<file path="src/rtl/seg_check_pkg.sv">
// Shared types for segment_collision_checker: walk states, error-term sizing
// and the packed cell coordinate used by the in-flight coordinate FIFO.
package seg_check_pkg;

   typedef enum logic [1:0] {
      IDLE  = 2'd0,
      WALK  = 2'd1,
      DRAIN = 2'd2,
      DONE  = 2'd3
   } state_t;

   // Container width for a cell coordinate; grid coordinates are zero-extended into it.
   localparam int unsigned COORD_W = 16;

   typedef struct packed {
      logic [COORD_W-1:0] x;
      logic [COORD_W-1:0] y;
   } cell_t;

   // Signed Bresenham error width: larger axis plus sign and one guard bit.
   function automatic int unsigned err_width(input int unsigned wx, input int unsigned wy);
      return ((wx > wy) ? wx : wy) + 2;
   endfunction

endpackage

</file>
<file path="src/rtl/coord_fifo.sv">
// Synchronous FIFO of cell coordinates, one entry per grid query in flight.
// rd_data_c is the combinational head entry; full/empty are registered.
module coord_fifo
   import seg_check_pkg::*;
#(
   parameter int unsigned DEPTH = 4
) (
   input  logic  clk,
   input  logic  rst_n,
   input  logic  push,
   input  logic  pop,
   input  cell_t wr_data,
   output cell_t rd_data_c,
   output logic  full,
   output logic  empty
);

   localparam int unsigned PW = (DEPTH > 1) ? $clog2(DEPTH) : 1;
   localparam int unsigned CW = $clog2(DEPTH + 1);

   cell_t         mem [DEPTH];
   logic [PW-1:0] wr_ptr;
   logic [PW-1:0] rd_ptr;
   logic [CW-1:0] count;
   logic [CW-1:0] count_nxt;

   function automatic logic [PW-1:0] ptr_inc(input logic [PW-1:0] p);
      return (p == PW'(DEPTH - 1)) ? '0 : p + PW'(1);
   endfunction

   always_comb begin
      count_nxt = count + CW'(push) - CW'(pop);
   end

   always_ff @(posedge clk) begin
      if (push) begin
         mem[wr_ptr] <= wr_data;
      end
   end

   always_ff @(posedge clk) begin
      if (!rst_n) begin
         wr_ptr <= '0;
         rd_ptr <= '0;
         count  <= '0;
         full   <= 1'b0;
         empty  <= 1'b1;
      end else begin
         if (push) wr_ptr <= ptr_inc(wr_ptr);
         if (pop)  rd_ptr <= ptr_inc(rd_ptr);
         count <= count_nxt;
         full  <= (count_nxt == CW'(DEPTH));
         empty <= (count_nxt == '0);
      end
   end

   assign rd_data_c = mem[rd_ptr];

endmodule

</file>
<file path="config.mk">
export PLATFORM = sky130hd
export DESIGN_NAME = coord_fifo
export DESIGN_NICKNAME = d
export VERILOG_FILES = /design/src/rtl/seg_check_pkg.sv /design/src/rtl/coord_fifo.sv
export SDC_FILE = /design/constraint.sdc
export NUM_CORES = 1
export LEC_CHECK = 0
export CAP_MARGIN = 10
export CORE_MARGIN = 4
export CORE_UTILIZATION = 35
export CTS_CLUSTER_DIAMETER = 50
export DETAILED_ROUTE_END_ITERATION = 8
export SLEW_MARGIN = 20
export SYNTH_ARGS = -nofsm -noshare
export SYNTH_HDL_FRONTEND = slang
export SYNTH_SLANG_ARGS = --single-unit
</file>
<file path="constraint.sdc">
create_clock -name clk -period 4.2 [get_ports clk]
set_input_delay 0.42 -clock clk [delete_from_list [all_inputs] [get_ports clk]]
set_output_delay 0.42 -clock clk [all_outputs]
set_load 0.05 [all_outputs]
</file>
==> metrics.txt, run 1 <==
status completed; top cells by count, synth edfxtp_1 (128), mux4_2 (30), dfxtp_1 (11), ha_1 (7), inv_1 (6); critical path depth 3; iteration count of the initial detailed-routing pass 4; worst vdd ir 308.7 uV; most frequent cell after synthesis edfxtp_1; clk sink count 139; vias in the first global route 2607; WHS Path Cells 2; endpoints failing setup 0; CP max FO 20; Tcrit/Tclk final 76.52%; r2r setup slk 2.38 ns; Util after Layout 45.33%; initial antenna violation count 0; post-synthesis sequential area ratio 78.72%; area fraction of the dominant cell type after synthesis 74.45%; worst hold margin 0.5020 ns; Crit-path slowest cell dfxtp_2; I/O Pins 70; beginning of the worst hold path rd_ptr[0]; Setup Buffers After CTS 0; r2r endpoint empty; reg2reg start count[0]; filler cell count 1249; layout cells sized above 1 21.68%; Primary FF master, synth edfxtp_1; largest cells by area after synthesis edfxtp_1 (74%), mux4_2 (13%), dfxtp_1 (4.3%); fin nets 340; Starting Density 35.66%; drt wl/cell 18.39 um; R2R depth 8; fin crit period 3.214 ns; Setup TNS 0 ns; Layout area overhead 27.15%; crit path cell chain buf_4 -> mux4_2 -> clkdlybuf4s50_1; Synth area leader edfxtp_1; Root Buffer clkbuf_16; worst skew pair latency 0.41 ns; # DRC 0; post-CTS sizing 0; GR Overflow Total 0; row count 44; Post-synth EDFFs 128; Slew @ Worst Pin 0.9491 ns; first-pass GRT wire length 14.39 mm; pin count of the biggest net entering global routing 33; Cells after Synth 213; Hold Crit Class flop to flop; GRT Util Overall 12.01%; final wirelength 9.068 mm; Slew Viols, Final 0; unrepaired setup endpoints after global routing false; max frequency 311.1 MHz; Yosys cell types 20; clk slew on worst S/H paths 0.06 ns; DRT antenna net count 0; syn_nets 257; die area 16760 sq um; clock buffer depth 2; YS warnings 0; Final Hold Viols 0; Worst Setup Start Kind flop; critical path's largest stage delay 0.79 ns; Design Area, Final 6564 sq um; Die Height 129.5 um; diode count 0; cts hold-fix bufs 0; asr flop ratio synth 0%; Synth Cell Area 5162 sq um; GP Congestion 0.6681; via count of the routed design 2317; Setup crit end kind output pin; Rel. slew slack 36.73%; CP Buf/Inv Count 2; DP HPWL 5.302 mm; Port Buffers 69; PwrDens 527.4 nW/um^2; cell leakage power 0.002146 uW; Worst Clk Skew 0.008672 ns; Critical Path AT 2.79 ns; max-capacitance violation count 0; Req. time, crit path 3.78 ns; Via-to-Cell Ratio 4.700; CTS tree yes; TritonCTS Buffers 17; mean post-synth cell area 24.24 sq um; Core Area 14480 sq um; Die W 129.5 um; Placed Area 6020 sq um; 1st-iter DRT viols 172; #FFs+latches synth 139; Worst Setup Path Type flop to output pin; cell family with most CP delay buffers and inverters; H-Tree Depth 4
## metrics by stage
stage	cells	setup slack, ns	power, uW
6_report	493	0.9860	3462
5_1_grt	493	0.7717	3598
4_1_cts	493	0.8662	3515
3_5_place_dp	461	1.323	2128
3_3_place_gp	461	1.348	2118
2_1_floorplan	213	2.361	1962
## state kept, by name (all words and copies together), names as in the netlist, named ones only
| signal | count |
|---|---|
| mem | 128 |
| count | 3 |
| rd_ptr | 2 |
| wr_ptr | 2 |
| empty | 1 |
| full | 1 |
## cell type report
class	count	area (sq um)	share of cell area [%]
clock inverters	10	100.1	1.525
inverters	7	26.28	0.4003
well taps	184	230.2	3.507
multi-input cells	60	991.0	15.10
flip-flops and latches	139	4066	61.95
repair buffers	71	705.7	10.75
clock buffers	22	444.2	6.767
## power breakdown
group	total, uW	internal, uW	switching [uW]
registers	1620	1590	36.4
logic	468	198	270
clock network	1370	862	509
total	3460	2650	816
## worst register-to-register path: cells and delay by family, from the launching register on
| family | cells | cell delay (ns) |
|---|---|---|
| AOI/OAI and AO/OA | 1 | 0.27 |
| xor gates and xnor gates | 1 | 0.24 |
| adders and majority gates | 3 | 0.76 |
| buffers and inverters | 3 | 0.15 |
| DFF | 1 | 0.31 |
## logic make-up (layout without fill, tap and decap cells)
kind of cell    after synthesis  after routing  synth area share [%]
compound gates                3              3                0.3636
fa+ha+maj                     8              8                 2.084
buf+inv                      14            110                 2.181
mux                          34             34                 14.49
xor+xnor                      1              1                0.4362
flops                       139            139                 78.72
simple gates                 14             14                 1.721
## how the worst max path moves through the flow
stage | slack (ns) | from | endpoint
after floorplan | 2.36 | pop | empty
after global placement | 1.35 | flop | rd_data_c[17]
after detailed placement | 1.32 | flop | rd_data_c[17]
after CTS | 0.87 | flop | rd_data_c[17]
after global routing | 0.77 | flop | rd_data_c[2]
final | 0.99 | flop | rd_data_c[17]
## routing by layer
layer | track usage [%] | up-vias | part of all wire, %
met2 | 20.06 | 56 | 53
li1 | - | 1053 | -
met4 | 4.768 | 0 | 1.1
met3 | 5.070 | 14 | 5.2
met1 | 13.74 | 1194 | 40
met5 | 0 | - | 0
## cell usage in the layout, fill, tap and decap left out, drive strengths merged, types with 2 or more instances in the layout
cell,netlist,final
edfxtp,128,128
clkdlybuf4s50,0,69
mux4,32,32
clkbuf,0,22
dfxtp,11,11
clkinv,1,8
ha,7,7
inv,6,6
nor2,5,5
and2,4,4
or3b,2,2
nand2b,2,2
a21oi,2,2
mux2i,2,2
bufinv,0,2
buf,7,2
Power figures use the tool's default switching activity.
==> run 2, diff against run 1 <==
==> constraint.sdc (replaced) <==
create_clock -name clk -period 2.65 [get_ports clk]
set_input_delay 0.265 -clock clk [delete_from_list [all_inputs] [get_ports clk]]
set_output_delay 0.265 -clock clk [all_outputs]
set_load 0.05 [all_outputs]
==> run 2 against run 1 <==
  * Via count increased by 1.4%
  * Cell count up 1.4%
  * Setup slack lost 0.66 ns
  * Cell area up 1.0%
  * Combinational power rose by 61%
  * Sequential share of layout area fell by 0.63 points
  * First-iteration DRC count shrank 48%
  * Power grew 63%
  * Critical path type unchanged
  * Critical endpoint is now rd_data_c[22]
==> metrics.txt, run 2 (same netlist as run 1, synthesis figures left out) <==
row count 44 (unchanged); I/O Pins 70 (unchanged); endpoints failing setup 0 (unchanged); unrepaired setup endpoints after global routing false; Largest register FFs 128 (unchanged); Comb power frac 13.4% (about the same); Slew Viols, Final 0 (unchanged); beginning of the worst hold path wr_data[21]; Port Buffers 69 (unchanged); layout cells sized above 1 34.18% (+12 points); H-Tree Depth 4 (unchanged); CP max FO 11 (-45%); fin nets 347 (+2.1%); cell leakage power 0.002247 uW (+4.7%); max frequency 431.2 MHz; Most flops, register mem; Largest regs mem (128), count (3); Via-to-Cell Ratio 4.698 (about the same); clock buffer depth 2 (unchanged); Tcrit/Tclk final 87.51%; GR Overflow Total 0 (unchanged); final wirelength 8.813 mm (-2.8%); vias in the first global route 2557 (-1.9%); most common cell after layout, fill and taps aside edfxtp_1; pin count of the biggest net entering global routing 22 (-33%); PwrDens 848.4 nW/um^2 (+61%); worst vdd ir 376.3 uV (+22%); Root Buffer clkbuf_16; GP Congestion 0.6738 (+0.85%); Critical Path AT 2.05 ns (-0.74 ns); Layout area overhead 28.45%; Setup crit end kind output pin; r2r endpoint empty; Final Hold Viols 0 (unchanged); Worst Setup Path Type flop to output pin; Slew @ Worst Pin 0.5011 ns (-0.4480 ns); Setup TNS 0 ns (unchanged); most frequent cells in the layout edfxtp_1 (128), clkdlybuf4s50_1 (37), buf_4 (37); Worst Clk Skew 0.009523 ns (+0.0008509 ns); sequential share of power 45.4% (-1.4 points); WHS Path Cells 1 (-1); R2R depth 8 (unchanged); fin crit period 2.319 ns; max-capacitance violation count 0 (unchanged); TritonCTS Buffers 17 (unchanged); r2r setup slk 0.87 ns (-1.51 ns); worst hold margin 0.4906 ns (-0.01135 ns); Sw Share 22.85% (-0.73 points); via count of the routed design 2349 (+1.4%); worst slack, placed 0.4044 ns (-0.9181 ns); internal power 4340 uW (+64%); iteration count of the initial detailed-routing pass 4 (unchanged); CTS tree yes; Setup Buffers After CTS 0 (unchanged); setup ws final 0.3309 ns (-0.6551 ns); reg2reg start count[0]; DRT antenna net count 0 (unchanged); Rel. slew slack 66.59% (+30 points); multi-input combinational cell area 991.0 sq um (unchanged); clk sink count 139 (unchanged); 1st-iter DRT viols 89 (-48%); Core Area 14480 sq um (unchanged); register area 4066 sq um (unchanged); Die W 129.5 um (unchanged); sw power 1285 uW (+58%); GRT Util Overall 11.43% (-0.58 points); Worst Setup Start Kind flop; diode count 0 (unchanged); clock power share 41.2% (+1.6 points); status completed; Hold Crit Class primary input to flop; DP HPWL 5.589 mm (+5.4%); Worst Hold Endpoint mem[2][21]; cts hold-fix bufs 0 (unchanged); filler cell count 1256 (+0.56%); worst skew pair latency 0.41 ns (about the same); post-CTS sizing 0 (unchanged); non-filler cells, final 500 (+1.4%); # DRC 0 (unchanged); drt wl/cell 17.63 um (-4.2%); die area 16760 sq um (unchanged); Req. time, crit path 2.38 ns (-1.40 ns); initial antenna violation count 0 (unchanged); first-pass GRT wire length 13.94 mm (-3.1%); clk slew on worst S/H paths 0.05 ns (about the same); Starting Density 35.66% (unchanged); placed cells 468 (+1.5%); Tot Pwr 5626 uW (+63%); Die Height 129.5 um (unchanged)
[run 2: cell count changes in the layout (fill, tap and decap cells not counted)]
cell / before / now
buf_4: 2 / 37
clkdlybuf4s50_1: 69 / 37
buf_12: 0 / 4
clkbuf_8: 0 / 2
clkinv_1: 3 / 1
bufinv_16: 2 / 3
clkinv_2: 5 / 4
[run 2: worst max-delay path, cell delays in order (launching register included)]
cell     delay [ns]
dfxtp_2        0.57
buf_4          0.32
mux4_2         0.55
buf_4          0.21
[run 2: cell type report]
type | instances | share of cell area [%]
clock buffer | 24 | 7.113
clock inverter | 8 | 1.774
inverter | 7 | 0.3962
multi-input combinational | 60 | 14.94
sequential | 139 | 61.32
tap | 184 | 3.472
timing repair buffer | 78 | 10.98
[run 2: power groups by stage]
stage	logic [uW]	registers [uW]	clock network, uW
after floorplan	502	2610	0
after global placement	759	2600	0
after detailed placement	768	2600	0
after CTS	769	2560	2380
after global routing	799	2570	2470
final	754	2550	2320
[run 2: worst max-delay path by stage]
stage / startpoint / to / slack, ns / cells past startpoint
floorplan: count[0] / empty / 0.93 / 8
global placement: pop / empty / 0.43 / 8
detailed placement: pop / empty / 0.40 / 8
CTS: flop / rd_data_c[22] / 0.24 / 3
global route: flop / rd_data_c[22] / 0.18 / 3
finish: flop / rd_data_c[22] / 0.33 / 3
[run 2: metrics by stage]
stage | instance area (sq um) | util (%)
after floorplan | 5162 | -
after global placement | 6042 | 41.73
after detailed placement | 6042 | 41.73
after CTS | 6631 | 45.80
after global routing | 6631 | 45.80
final | 6631 | 45.80
[run 2: routing by layer]
metal	wire [um]	vias up	GRT usage, %
li1	-	1066	-
met1	3539	1210	13.42
met2	4692	61	18.99
met3	470	12	4.287
met4	110	0	4.768
met5	0	-	0
==> run 3, diff against run 2 <==
--- a/config.mk
+++ b/config.mk
@@ -10,6 +10,7 @@
 export CORE_UTILIZATION = 35
 export CTS_CLUSTER_DIAMETER = 50
 export DETAILED_ROUTE_END_ITERATION = 8
+export PLACE_DENSITY_LB_ADDON = 0.15
 export SLEW_MARGIN = 20
 export SYNTH_ARGS = -nofsm -noshare
 export SYNTH_HDL_FRONTEND = slang
==> run 3 against run 2 <==
  * Setup slack lost 0.032 ns
  * Clock-buffer cell count shrank 4
  * Cell count shrank 1.2%
  * Largest power group unchanged
  * Core utilization shrank 0.24 points
  * Cell area shrank 0.53%
  * Power shrank 1.2%
  * Clock skew shrank 0.0023 ns
  * Largest cell class unchanged
  * First-iteration DRC count grew 80%
  * Global-route usage grew 0.43 points
  * Via count shrank 0.68%
  * Sequential share of layout area grew 0.33 points
==> metrics.txt, run 3 (same netlist as run 1, synthesis figures left out) <==
status completed; fin nets 344 (-0.86%); Setup crit end kind output pin; GRT Util Overall 11.86% (+0.43 points); CTS tree yes; drt wl/cell 18.68 um (+6.0%); Rel. slew slack 66.64% (about the same); Crit-path slowest cell clkdlybuf4s50_1; Port Buffers 69 (unchanged); top sig layer met4; worst skew pair latency 0.41 ns (about the same); row count 44 (unchanged); layout cells sized above 1 32.58% (-1.6 points); fin crit period 2.351 ns (+0.03179 ns); reg2reg start count[0]; register area 4066 sq um (unchanged); worst vdd ir 427.4 uV (+14%); Detail Route met3 WL 599 um (+27%); placed cells 465 (-0.64%); GP Congestion 0.6802 (+0.95%); Worst Setup Path Type flop to output pin; filler cell count 1219 (-2.9%); most frequent cells in the layout edfxtp_1 (128), clkdlybuf4s50_1 (38), buf_4 (32); max frequency 425.4 MHz (-1.4%); final wirelength 9.228 mm (+4.7%); 1st-iter DRT viols 160 (+80%); CP max FO 2 (-9); non-filler cells, final 494 (-1.2%); vias in the first global route 2532 (-0.98%); cell leakage power 0.002208 uW (-1.8%); M1 wire length 4.071 mm (+15%); cts hold-fix bufs 0 (unchanged); clk sink count 139 (unchanged); critical path's largest stage delay 0.73 ns (+0.16 ns); unrepaired setup endpoints after global routing false; Die Height 129.5 um (unchanged); iteration count of the initial detailed-routing pass 4 (unchanged); DP HPWL 5.582 mm (-0.12%); H-Tree Depth 4 (unchanged); Setup Buffers After CTS 0 (unchanged); I/O Pins 70 (unchanged); Largest register FFs 128 (unchanged); via count of the routed design 2333 (-0.68%); Tot Pwr 5558 uW (-1.2%); DRT antenna net count 0 (unchanged); Critical Path AT 2.09 ns (+0.04 ns); Slew Viols, Final 0 (unchanged); clock buffer depth 2 (unchanged); Setup TNS 0 ns (unchanged); clk slew on worst S/H paths 0.05 ns (about the same); beginning of the worst hold path wr_data[10]; initial antenna violation count 0 (unchanged); max-capacitance violation count 0 (unchanged); met2 routed WL 4.491 mm (-4.3%); PwrDens 842.6 nW/um^2 (-0.69%); Final Hold Viols 0 (unchanged); pin count of the biggest net entering global routing 32 (+45%); Worst Clk Skew 0.007222 ns (-0.002300 ns); Layout area overhead 27.78%; Tcrit/Tclk final 88.71% (+1.2 points); Worst Setup Start Kind flop; worst hold margin 0.4842 ns (-0.006439 ns); # DRC 0 (unchanged); Core Area 14480 sq um (unchanged); Via-to-Cell Ratio 4.723 (+0.53%); Root Buffer clkbuf_16; TritonCTS Buffers 17 (unchanged); Hold Crit Class primary input to flop; multi-input combinational cell area 991.0 sq um (unchanged); Die W 129.5 um (unchanged); Starting Density 35.66% (unchanged); Req. time, crit path 2.38 ns (about the same); die area 16760 sq um (unchanged); diode count 0 (unchanged); Most flops, register mem; Slew @ Worst Pin 0.4989 ns (-0.002216 ns); first-pass GRT wire length 14.26 mm (+2.2%); post-CTS sizing 0 (unchanged); crit path cell chain mux4_1 -> clkdlybuf4s50_1; endpoints failing setup 0 (unchanged); GR Overflow Total 0 (unchanged); Largest regs mem (128), count (3); most common cell after layout, fill and taps aside edfxtp_1
==> run 3: changes by cell type in the layout (fill, tap and decap cells not counted), sizes merged <==
cell           delta
buf               -4
clkbuf            -4
clkdlybuf4s50     +1
clkinv            -1
clkinvlp          +2
==> run 3: worst paths after layout <==
kind / end / slack (ns) / cells past startpoint
min: mem[1][10] / 0.48 / 1
min reg2reg: flop / 0.53 / 2
max: rd_data_c[23] / 0.30 / 2
max reg2reg: empty / 0.85 / 8
==> run 3: metal layers <==
metal / global-route usage, % / vias to the layer above
met3: 5.111 / 5
met4: 4.034 / 0
met1: 15.09 / 1211
met2: 18.38 / 60
li1: - / 1057
met5: 0 / -
==> run 3: cell type report <==
type                       count  share of cell area, %
tap                          184                  3.490
multi-input combinational     60                  15.02
clock buffer                  20                  6.620
timing repair buffer          75                  10.93
sequential                   139                  61.65
inverter                       7                 0.3983
clock inverter                 9                  1.897
==> run 3: power by group <==
part / internal, uW / switching, uW
sequential: 2510 / 30.4
clock: 1450 / 792
combinational: 306 / 466
==> run 3: per-stage QoR <==
step | area (sq um) | utilization [%] | setup WS [ns]
final | 6596 | 45.56 | 0.2991
after global routing | 6596 | 45.56 | 0.2530
after CTS | 6596 | 45.56 | 0.2763
after detailed placement | 6035 | 41.68 | 0.3711
after global placement | 6035 | 41.68 | 0.4156
after floorplan | 5162 | - | 0.9256
==> run 3: critical path: cells and delay by family (launching register included) <==
| kind | cells | cell delay (ns) |
|---|---|---|
| buf+inv | 1 | 0.73 |
| flops | 1 | 0.36 |
| mux | 1 | 0.60 |
==> RTL edit 1: new RTL, config.mk and constraints of run 2 <==
`DEPTH`: 4 -> 2.
--- a/src/rtl/coord_fifo.sv
+++ b/src/rtl/coord_fifo.sv
@@ -4,5 +4,5 @@
    import seg_check_pkg::*;
 #(
-   parameter int unsigned DEPTH = 4
+   parameter int unsigned DEPTH = 2
 ) (
    input  logic  clk,
Check against the original RTL: not equivalent (Yosys sat finds a counterexample within 4 cycles, from zero or initial values and one cycle with rst_n low).
==> RTL edit 1 against run 2 <==
- first-iteration DRC count is 48% lower
- worst setup slack better by 0.23 ns
- combinational power is 11% lower
- die area is 47% lower
- routed wire length is 45% lower
- final area is 40% lower
- sequential cell count is 68 lower
- critical endpoint is now rd_data_c[18]
- highest routed layer unchanged
- clock skew is 0.0051 ns lower
- area after synthesis is 49% lower
- largest cell class unchanged
- maximum frequency is 11% higher
- total power is 48% lower
==> RTL edit 1: results (changes against run 2) <==
Status
  • Status: completed

Synthesis
  • Post-synthesis adder-cell area fraction: 0.009560 (-0.01128)
  • Synth Instances: 124 (-42%)
  • Post-synthesis mux area share: 0.1405 (-0.004399)
  • Seq/Total Area, Yosys: 0.7878 (about the same)
  • Synth unique cells: 15 (-25%)
  • Fraction of registers with async set/reset: 0 (unchanged)
  • Most area-consuming cells after synthesis: edfxtp_1 (73%), mux2_2 (13%), dfxtp_1 (5.4%), clkbuf_8 (1.6%), mux2_4 (1.1%)
  • Compound-cell area share of the yosys netlist: 0.006692 (+0.003057)
  • Commonest cells in the synthesized netlist: edfxtp_1 (64), mux2_2 (30), dfxtp_1 (7), and2_1 (4)
  • Post-Synth XOR/XNOR Area: 0.01195 (+0.007588)
  • Post-synth EDFFs: 64 (-50%)

Placement
  • Final GP Congestion: 0.6272 (-6.9%)
  • Cell count after placement: 292 (-38%)
  • Place WS: 0.8211 ns (+0.4167 ns)
  • Final HPWL DP: 3.486 mm (-38%)
  • Placement Cell Area: 3744 µm² (-38%)

Worst setup path
  • Worst-path maximum fanout: 13 (+2)
  • Slowest Stage Delay on Critical Path: 0.62 ns (+0.05 ns)
  • Worst-path cell with the longest stage delay: dfxtp_1
  • CP Data Arrival Time: 1.83 ns (-0.22 ns)

Clocking
  • Clk slew on worst S/H paths: 0.08 ns (+0.03 ns)
  • Cts bufs inserted: 9 (-8)
  • Root buffer cell: clkbuf_8
  • H-tree depth: 3 (-1)

Cells and area
  • Top Registers: mem: 64 flops, count: 2 flops
  • Final-layout fill cell count: 570 (-55%)
  • Fin nets: 242 (-30%)

Detailed routing
  • Final wirelength: 4.825 mm (-45%)
  • DRT iter0 DRCs: 46 (-48%)
  • Wirelength per Cell: 15.67 µm (-11%)

Power and ir drop
  • LEAKAGE: 1.437 nW (-36%)
  • Peak supply drop: 0.3025 mV (-20%)

Global routing
  • Vias in the first global route: 1491 (-42%)
  • First-pass GRT wire length: 7.341 mm (-47%)
  • Overall routing resource usage: 0.1122 (-0.002060)
  • Largest net degree at the start of global routing: 34 (+55%)

Timing
  • Worst slew pin tran: 0.5083 ns (+0.007215 ns)
RTL edit 1: power breakdown:
| part | internal [mW] | total, mW | leakage (nW) | switching (mW) |
|---|---|---|---|---|
| logic | 0.331 | 0.673 | 0.675 | 0.343 |
| clock network | 0.531 | 0.912 | 0.103 | 0.381 |
| registers | 1.29 | 1.32 | 0.659 | 0.0239 |
| total | 2.16 | 2.90 | 1.44 | 0.748 |
RTL edit 1: final cells by class:
| class | instances | area, µm² | share of cell area |
|---|---|---|---|
| Multi-Input combinational cell | 46 | 505.5 | 0.1275 |
| Tap cell | 99 | 123.9 | 0.03125 |
| Timing Repair Buffer | 73 | 1041 | 0.2626 |
| Inverter | 3 | 11.26 | 0.002841 |
| Clock inverter | 7 | 96.34 | 0.02431 |
| Clock buffer | 9 | 123.9 | 0.03125 |
| Sequential cell | 71 | 2062 | 0.5202 |
RTL edit 1: worst paths after layout:
check | from | to | slack [ns] | depth (start not counted)
setup reg to reg | count[0] | empty | 1.23 | 6
hold reg to reg | rd_ptr | flop | 0.59 | 2
setup / recovery | flop | rd_data_c[18] | 0.56 | 3
hold / removal | wr_data[21] | mem[1][21] | 0.52 | 1
RTL edit 1: layer usage:
layer / wire length [µm] / global-route usage
met3: 285 / 0.03586
met2: 2554 / 0.1939
met4: 57 / 0.05409
met1: 1927 / 0.1251
met5: 0 / 0
RTL edit 1: worst register-to-register path, stage by stage (launching register included):
cell     delay (ns)
dfxtp_1        0.32
inv_1          0.04
ha_1           0.26
inv_1          0.06
ha_1           0.15
xnor3_1        0.26
a21bo_1        0.21
==> RTL edit 2: new RTL, settings of run 2 <==
Without the edit above. Reset style: asynchronous (`rst_n`), changed in one clocked block.
--- a/src/rtl/coord_fifo.sv
+++ b/src/rtl/coord_fifo.sv
@@ -39,5 +39,5 @@
    end
 
-   always_ff @(posedge clk) begin
+   always_ff @(posedge clk or negedge rst_n) begin
       if (!rst_n) begin
          wr_ptr <= '0;
Formal check against the unedited RTL: differs if rst_n is asserted again (counterexample within 4 cycles, from zero or initial values and one cycle with rst_n low); with rst_n held inactive, the same outputs for 4 cycles.
==> RTL edit 2 against run 2 <==
- worst setup slack worse by 0.022 ns
- sequential cell count decreased by 2
- area after synthesis shrank 0.51%
- final area fell by 0.66%
- first-iteration DRC count rose by 53%
- utilization fell by 0.30 points
- sequential share of layout area rose by 0.50 points
- routed wire length increased by 1.5%
Power is not compared: it rests on default switching activity, and its combinational part moved more than twofold at a synthesized area within 25%.
==> RTL edit 2: results (changes against run 2) <==
Status
  • Status: completed

Global routing
  • Overall routing resource usage: 0.1155 (+0.001225)
  • Largest net degree at the start of global routing: 33 (+50%)
  • Antenna violations before repair: 0 (unchanged)
  • First-pass GRT wire length: 13.83 mm (-0.84%)
  • Vias in the first global route: 2513 (-1.7%)

Detailed routing
  • Detailed Routing Iterations Pass 1: 4 (unchanged)
  • DRT iter0 DRCs: 136 (+53%)
  • DR vias: 2292 (-2.4%)
  • Wirelength per Cell: 18.30 µm (+3.8%)

Cells and area
  • Post-Layout Cell Count: 489 (-2.2%)
  • Fin nets: 337 (-2.9%)
  • Final-layout fill cell count: 1245 (-0.88%)
  • Biggest register: mem
  • Number of inserted diodes: 0 (unchanged)
  • Top Registers: mem: 128 flops, count: 3 flops
  • Layout cells sized above 1: 0.3541 (+0.01233)

Synthesis
  • Synth unique cells: 21 (+5.0%)
  • Post-synth EDFFs: 128 (unchanged)
  • Seq/Total Area, Yosys: 0.7924 (+0.005245)
  • Fraction of registers with async set/reset: 0.06569 (+0.06569)
  • Synth Instances: 205 (-3.8%)
  • Synth warnings: 0 (unchanged)
  • Prevailing post-synth register cell: edfxtp_1
  • Most area-consuming cells after synthesis: edfxtp_1 (75%), mux4_2 (12%), dfrtp_1 (3.9%), mux4_1 (2.0%), ha_1 (1.7%)
  • Commonest cells in the synthesized netlist: edfxtp_1 (128), mux4_2 (28), dfrtp_1 (8), ha_1 (7), inv_1 (6)
  • Post-Syn Nets: 249 (-3.1%)

Placement
  • Final HPWL DP: 5.641 mm (+0.93%)
  • Number of port buffers: 69 (unchanged)
  • Final GP Congestion: 0.7093 (+5.3%)
  • Cell count after placement: 458 (-2.1%)
  • Placement Cell Area: 6005 µm² (-0.62%)

Power and ir drop
  • PD cells: 1259 nW/µm²
  • LEAKAGE: 2.267 nW
  • Peak supply drop: 0.6088 mV

Timing
  • Rel. slew slack: 0.5997 (-0.06620)
  • Slew Limit Fails: 0 (unchanged)
  • Worst hold slack: 0.1432 ns (-0.3474 ns)
  • Layout Skew: 0.002521 ns (-0.007002 ns)

Flow run
  • Max-cap viol count: 0 (unchanged)

Worst setup path
  • Worst-path cell with the longest stage delay: dfrtp_2
  • Slowest Stage Delay on Critical Path: 0.75 ns (+0.18 ns)
  • Reg2Reg Launch Point: count[0]
  • Worst R2R Path Depth: 8 (unchanged)
  • Worst-path maximum fanout: 23 (+12)
  • CP startpoint: rd_ptr[1]
  • Reg-to-reg slack, setup: 0.91 ns (+0.04 ns)
  • CP Data Arrival Time: 2.08 ns (+0.03 ns)
  • Crit path max-delay family: flip-flops
  • Crit Reg-Reg Endpoint: full

Clocking
  • Clk buf depth: 2 (unchanged)
  • H-tree depth: 4 (unchanged)
  • Post-CTS Setup Bufs: 0 (unchanged)
  • Cts bufs inserted: 17 (unchanged)
  • Clk slew on worst S/H paths: 0.05 ns (about the same)
  • Post-CTS resize count: 0 (unchanged)
  • Clk_lat worst skew: 0.41 ns (about the same)
  • Root buffer cell: clkbuf_16

Worst hold path
  • Worst Hold Class: input pin to asynchronous set/reset pin
==> RTL edit 2: stage by stage <==
stage	util	worst slack, ns
floorplan	-	0.8557
global placement	0.4147	0.5248
detailed placement	0.4147	0.4341
CTS	0.4550	0.2471
global route	0.4550	0.2007
finish	0.4550	0.3084
==> RTL edit 2: worst max-delay path by stage <==
stage | to
CTS | rd_data_c[20]
floorplan | mem[2][0]
detailed placement | full
finish | rd_data_c[20]
global placement | full
global route | rd_data_c[20]
==> RTL edit 2: cell type report <==
type,count,share of cell area
Multi-Input combinational cell,54,0.1455
Clock buffer,17,0.06458
Timing Repair Buffer,77,0.1094
Clock inverter,14,0.02393
Tap cell,184,0.03495
Sequential cell,137,0.6182
Inverter,6,0.003419
==> RTL edit 2: cells by family (layout without fill, tap and decap cells) <==
kind of cell	count (synthesis)	count (layout)	synth area share
compound gates	2	2	0.001949
xor+xnor	1	1	0.004628
fa+ha+maj	8	8	0.02095
buf+inv	14	114	0.02192
flops	137	137	0.7924
mux	34	34	0.1476
simple gates	9	9	0.01047
==> RTL edit 2: power breakdown <==
| part | leakage [nW] | switching (mW) | internal, mW |
|---|---|---|---|
| clock | 0.278 | 0.823 | 1.46 |
| sequential | 1.28 | 0.191 | 2.79 |
| combinational | 0.708 | 1.88 | 1.15 |
==> RTL edit 2: per-layer routing <==
metal / up-vias / part of all wire / global-route usage
met5: - / 0 / 0
met4: 0 / 0.017 / 0.05003
met3: 15 / 0.061 / 0.04575
met2: 67 / 0.50 / 0.1823
met1: 1175 / 0.43 / 0.1418
li1: 1035 / - / -
